$ cat config.mk
export PLATFORM = sky130hd
export DESIGN_NAME = matmul_output_writer
export DESIGN_NICKNAME = d
export VERILOG_FILES = /design/src/rtl/matmul_output_writer.sv
export SDC_FILE = /design/constraint.sdc
export NUM_CORES = 1
export LEC_CHECK = 0
export ABC_AREA = 1
export ABC_CLOCK_PERIOD_IN_PS = 2700
export CORE_ASPECT_RATIO = 0.75
export CORE_MARGIN = 5
export CORE_UTILIZATION = 28
export CTS_BUF_LIST = sky130_fd_sc_hd__clkbuf_16
export DETAILED_ROUTE_END_ITERATION = 10
export GPL_TIMING_DRIVEN = 0
export PLACE_DENSITY = 0.54
export SYNTH_ARGS = -nofsm -noshare
export SYNTH_HDL_FRONTEND = slang
export SYNTH_SLANG_ARGS = --single-unit
$ cat constraint.sdc
create_clock -name clk -period 2.7 [get_ports clk]
set_clock_uncertainty 0.1 [all_clocks]
set_input_delay 0.81 -clock clk [delete_from_list [all_inputs] [get_ports clk]]
set_output_delay 0.81 -clock clk [all_outputs]
set_load 0.1 [all_outputs]
$ cat src/rtl/matmul_output_writer.sv
`default_nettype none
// ============================================================================
// Module      : matmul_output_writer
// Description : Collects the skewed bottom outputs of a ROWS x COLS systolic
//               array into a row buffer, then writes the result matrix to RAM
//               one row at a time, holding each write for MEM_ACCESS_LATENCY
//               cycles. A four-phase done handshake uses fsm_done.
// Revision    : 1.0 - initial release
// ============================================================================
module matmul_output_writer #(
  parameter int          ROWS               = 4,
  parameter int          COLS               = 4,
  parameter int          WORD_SIZE          = 16,
  parameter int          MEM_ACCESS_LATENCY = 2,
  parameter logic [31:0] OUT_MAT_BASE_ADDR  = 32'h300,
  parameter int          MEM_ADDR_INCR      = 4
) (
  input  logic                      clk,
  input  logic                      rst,
  input  logic [COLS*WORD_SIZE-1:0] matmul_output,
  input  logic [COLS-1:0]           output_col_valid,
  input  logic                      fsm_done,
  output logic                      wr_output_rdy,
  output logic                      wr_output_done,
  output logic [31:0]               mem_addr,
  output logic                      mem_wr_en,
  output logic [COLS*WORD_SIZE-1:0] mem_wr_data,
  output logic                      err_overflow,
  output logic                      err_short
);

  localparam int c_DW    = COLS * WORD_SIZE;
  localparam int c_CNT_W = $clog2(ROWS + 1);
  localparam int c_ROW_W = (ROWS > 1) ? $clog2(ROWS) : 1;
  localparam int c_LAT_W = (MEM_ACCESS_LATENCY > 1) ? $clog2(MEM_ACCESS_LATENCY) : 1;

  localparam logic [1:0] c_IDLE    = 2'd0;
  localparam logic [1:0] c_CAPTURE = 2'd1;
  localparam logic [1:0] c_WRITE   = 2'd2;
  localparam logic [1:0] c_DONE    = 2'd3;

  logic [1:0]          r_state;
  logic [1:0]          w_next_state;

  logic [c_DW-1:0]     r_buf      [ROWS];
  logic [c_DW-1:0]     w_buf_next [ROWS];
  logic [c_CNT_W-1:0]  r_col_cnt  [COLS];
  logic [c_CNT_W-1:0]  w_cnt_next [COLS];

  logic                w_capturing;
  logic                w_any_valid;
  logic                w_ovf;
  logic                w_short;
  logic                w_enter_idle;
  logic                w_clear_err;

  logic [c_ROW_W-1:0]  r_row;
  logic [c_ROW_W-1:0]  w_row_inc;
  logic [c_LAT_W-1:0]  r_lat;
  logic                w_lat_end;
  logic                w_row_end;

  logic [31:0]         r_mem_addr;
  logic                r_mem_wr_en;
  logic [c_DW-1:0]     r_mem_wr_data;
  logic                r_err_ovf;
  logic                r_err_short;

  assign w_capturing  = (r_state == c_IDLE) || (r_state == c_CAPTURE);
  assign w_any_valid  = |output_col_valid;
  assign w_enter_idle = (r_state == c_DONE) && !fsm_done;
  assign w_clear_err  = (r_state == c_IDLE) && (w_next_state == c_CAPTURE);
  assign w_lat_end    = (r_lat == c_LAT_W'(MEM_ACCESS_LATENCY - 1));
  assign w_row_end    = (r_row == c_ROW_W'(ROWS - 1));
  assign w_row_inc    = r_row + c_ROW_W'(1);

  // State register.
  always_ff @(posedge clk) begin
    if (rst) r_state <= c_IDLE;
    else     r_state <= w_next_state;
  end

  // Next-state logic; fsm_done takes priority over a first valid beat.
  always_comb begin
    w_next_state = r_state;
    case (r_state)
      c_IDLE: begin
        if (fsm_done)         w_next_state = c_WRITE;
        else if (w_any_valid) w_next_state = c_CAPTURE;
      end
      c_CAPTURE: if (fsm_done)              w_next_state = c_WRITE;
      c_WRITE:   if (w_lat_end && w_row_end) w_next_state = c_DONE;
      c_DONE:    if (!fsm_done)             w_next_state = c_IDLE;
      default:                              w_next_state = c_IDLE;
    endcase
  end

  // State-decoded handshake outputs.
  always_comb begin
    wr_output_rdy  = (r_state == c_IDLE);
    wr_output_done = (r_state == c_DONE);
  end

  // Buffer and counters as they will be after this cycle's capture.
  always_comb begin
    w_buf_next = r_buf;
    w_cnt_next = r_col_cnt;
    w_ovf      = 1'b0;
    if (w_capturing) begin
      for (int c = 0; c < COLS; c++) begin
        if (output_col_valid[c]) begin
          if (r_col_cnt[c] == c_CNT_W'(ROWS)) begin
            w_ovf = 1'b1;
          end else begin
            for (int r = 0; r < ROWS; r++) begin
              if (r_col_cnt[c] == c_CNT_W'(r))
                w_buf_next[r][c*WORD_SIZE +: WORD_SIZE] = matmul_output[c*WORD_SIZE +: WORD_SIZE];
            end
            w_cnt_next[c] = r_col_cnt[c] + c_CNT_W'(1);
          end
        end
      end
    end
  end

  // Any column still short of ROWS words once this cycle's beat is in.
  always_comb begin
    w_short = 1'b0;
    for (int c = 0; c < COLS; c++) begin
      if (w_cnt_next[c] < c_CNT_W'(ROWS)) w_short = 1'b1;
    end
  end

  // Capture buffer; wiped on reset and whenever the writer returns to IDLE.
  always_ff @(posedge clk) begin
    if (rst || w_enter_idle) begin
      for (int r = 0; r < ROWS; r++) r_buf[r] <= '0;
      for (int c = 0; c < COLS; c++) r_col_cnt[c] <= '0;
    end else if (w_capturing) begin
      r_buf     <= w_buf_next;
      r_col_cnt <= w_cnt_next;
    end
  end

  // Sticky error flags, cleared only when a new capture begins from IDLE.
  always_ff @(posedge clk) begin
    if (rst) begin
      r_err_ovf   <= 1'b0;
      r_err_short <= 1'b0;
    end else begin
      r_err_ovf   <= (w_clear_err ? 1'b0 : r_err_ovf) | (w_capturing & w_ovf);
      r_err_short <= (w_clear_err ? 1'b0 : r_err_short) | (w_capturing & fsm_done & w_short);
    end
  end

  // Row write sequencer: row 0 is loaded from the post-capture buffer so a
  // beat arriving with fsm_done is part of the written result.
  always_ff @(posedge clk) begin
    if (rst) begin
      r_mem_addr    <= '0;
      r_mem_wr_en   <= 1'b0;
      r_mem_wr_data <= '0;
      r_row         <= '0;
      r_lat         <= '0;
    end else if (w_capturing && fsm_done) begin
      r_mem_addr    <= OUT_MAT_BASE_ADDR;
      r_mem_wr_en   <= 1'b1;
      r_mem_wr_data <= w_buf_next[0];
      r_row         <= '0;
      r_lat         <= '0;
    end else if (r_state == c_WRITE) begin
      if (w_lat_end) begin
        r_lat <= '0;
        if (w_row_end) begin
          r_mem_wr_en <= 1'b0;
        end else begin
          r_row         <= w_row_inc;
          r_mem_addr    <= r_mem_addr + 32'(MEM_ADDR_INCR);
          r_mem_wr_data <= r_buf[w_row_inc];
        end
      end else begin
        r_lat <= r_lat + c_LAT_W'(1);
      end
    end
  end

  assign mem_addr     = r_mem_addr;
  assign mem_wr_en    = r_mem_wr_en;
  assign mem_wr_data  = r_mem_wr_data;
  assign err_overflow = r_err_ovf;
  assign err_short    = r_err_short;

endmodule
`default_nettype wire

==> reports/qor.yml <==
run_status: "completed"
worst_slew_pin_slew_ns: 0.9763
synth_simple_gate_area_share_pct: 28.87
syn-cell-area_um2: 16800
wirelength_um: 60800
synthAdderAreaFrac_pct: 1.638
hold_viol_final: 0
postSynthRegisterBits: 370
final_hpwl_from_detailed_placement_um: 44770
layout_min_cycle_time_ns: 2.667
avgSynthCellArea_um2: 6.729
post_drt_via_cell_ratio: 4.818
placedInstanceArea_um2: 19490
holdPathEnd: "r_buf[170]"
grt_pass1_vias: 15890
grt.total_usage_pct: 17.86
cts.repair_timing.setup_buffer_count: 0
slew_headroom_pct: 35.17
floorplan.rows: 77
drt_first_iter_violations: 1409
synthMuxAreaShare_pct: 0
die_x_um: 292.9
rsz0062_at_grt: "false"
synth-edff-count: 0
cts-buffers-inserted: 43
synth_seq_area_share_pct: 44.08
numClockSinks: 370
cellLeakagePower_nw: 8.456
synth-compound-area-share_pct: 16.88
layoutNonFillerInstCount: 3531
arrival_ns: 3.09
cts-hold-fix-buffers: 0
flow.area_growth_from_synthesis_pct: 23.71
num_antenna_cells: 0
critical_path_class: "input port to flip-flop"
final_area_um2: 20790
detail-route-antenna-nets: 0
finish.net_count: 2805
reg2reg_from: "r_row[1]"
globalRouteOverflowTotal: 0
design.die.area_um2: 65060
critPathMaxFanout: 10
synth-xor-area-share_pct: 0.2606
slew_viol_final: 0
post_synth_inst_count: 2497
timing.hold.worst.class: "flip-flop to flip-flop"
regToRegEndpoint: "mem_wr_data[39]"
register_to_register_setup_slack_ns: 0.20
tritoncts: "built"
worstHoldStart: "r_buf[170]"
die_h_um: 222.1
clock_latency_ns: 0.58
mostFrequentLayoutCell: "nand2_1"
cts-htree-levels: 2
timing.max_cap.violations: 0
post_route_cells_drive_above_1_share_pct: 8.902
fin_crit_sh_pct: 98.78
drc_violation_count_after_routing: 0
ys.warnings.count: 0
grt_antenna_before_repair: 3
port-buffer-count: 169
numPlacedInstances: 3457
timing.critical_path.from: "fsm_done"
r2r.worst_path.cells: 10
fin_worst_hold_slack_ns: 0.3612
fillers: 6376
detail_route.first_pass.iterations: 5
wl_per_cell_um: 17.22
finalSetupViolCount: 0
cts_buffer_depth: 3
synthDistinctLibCells: 32
core_region_area_um2: 59150
layout.cells.most_common_list: "806 x nand2_1, 370 x dfxtp_1, 295 x nor2_1"
tns_ns: 0
route.vias.total: 17010
start_util_pct: 28.40
cts.clk_slew.worst_paths_ns: 0.06
wire_length_of_the_first_global_routing_pass_um: 92180
io_pins: 172
cts_root_buffer: "clkbuf_16"
worst-endpoint-required_ns: 3.12
largest_net_degree_at_the_start_of_global_routing: 13
synth_top_family_by_area: "simple AND/OR/NAND/NOR gates"
dominantRegCellSynth: "dfxtp_1"
setup.worst_path.end_class: "flip-flop"
max_freq_mhz: 374.9
async_reset_ff_share_pct: 0
gp_congestion: 0.8783
finalCoreUtilization_pct: 35.14
timing.critical_path.from_type: "input port"
vdd.ir_drop.worst_uv: 371.0
p_per_area_nw_per_um2: 653.1
min_delay_path_depth: 2
==> timing repair <==
| item | in CTS | in global routing |
|---|---|---|
| setup endpoints to repair | 99 | 53 |
| resized for setup | 267 | 34 |
| hold endpoints to repair | 0 | 0 |
==> registers in the layout, summed over array words and instances (netlist names) <==
name          flops
err_overflow      1
mem_addr         30
r_buf           256
r_lat             1
err_short         1
mem_wr_en         1
mem_wr_data      64
r_col_cnt        12
r_state           2
r_row             2
==> metal layers <==
layer	track usage [%]	up-vias	share of wire, %
li1	-	8422	-
met5	0	-	0.064
met4	4.441	6	2.1
met3	3.956	87	7.3
met2	27.71	511	44
met1	25.25	7988	47
==> worst max path at each step <==
stage | cells after the start | endpoint
floorplan | 2 | wr_output_rdy
global placement | 8 | mem_wr_data[40]
detailed placement | 8 | mem_wr_data[61]
CTS | 1 | mem_wr_data[28]
global route | 9 | mem_wr_data[0]
finish | 9 | mem_wr_data[4]
==> synth_stat cells, types with 3 or more instances <==
library cell | n | area share [%]
nand3_1 | 82 | 2.4
a211oi_1 | 5 | 0.22
clkbuf_1 | 66 | 1.5
nand2_2 | 3 | 0.11
inv_2 | 10 | 0.22
buf_4 | 10 | 0.45
nor3_1 | 6 | 0.18
nand4_1 | 12 | 0.45
ha_1 | 22 | 1.6
nand3_2 | 5 | 0.30
nor2_4 | 8 | 0.54
nand2_1 | 806 | 18
o21ai_0 | 194 | 5.8
xnor2_1 | 3 | 0.16
buf_2 | 60 | 1.8
nor2_1 | 296 | 6.6
o211ai_1 | 49 | 2.2
a21oi_1 | 280 | 8.3
buf_1 | 8 | 0.18
dfxtp_1 | 370 | 44
inv_1 | 179 | 4.0
o21ai_1 | 6 | 0.18
clkinv_1 | 3 | 0.067
==> stage by stage <==
stage | worst slack (ns) | power, mW
finish | 0.03292 | 13.58
global route | 0.0005913 | 14.18
CTS | 0.0001452 | 13.72
detailed placement | -0.5741 | 8.182
global placement | -0.5688 | 8.150
floorplan | 0.01628 | 7.424
==> kinds of logic after synthesis <==
family          count (synthesis)
buf+inv                       337
fa+ha+maj                      22
flops                         370
simple gates                 1224
compound gates                538
other cells                     1
xor+xnor                        5
==> critical path, stage by stage <==
cell and delay [ns]:
clkdlybuf4s50_1 0.51, inv_1 0.21, nor2_4 0.12, nor2_4 0.46
buf_1 0.59, nand2_1 0.13, nand3_1 0.13, nand2_1 0.05
inv_1 0.07
==> final cells by class <==
type	count	area [um^2]	area share [%]
Multi-Input combinational cell	1791	8016	38.57
Sequential cell	370	7407	35.63
Timing Repair Buffer	169	1679	8.078
Clock buffer	44	1101	5.297
Tap cell	790	988.4	4.755
Inverter	192	724.4	3.485
Buffer	145	668.1	3.214
Clock inverter	30	201.4	0.9691
==> report_power, final <==
group          internal, mW  switching [mW]  leakage, nW
logic                 0.558            1.65         4.77
clock network          3.14            2.39        0.682
registers              5.71           0.127         3.00
(Power assumes the default switching activity.)
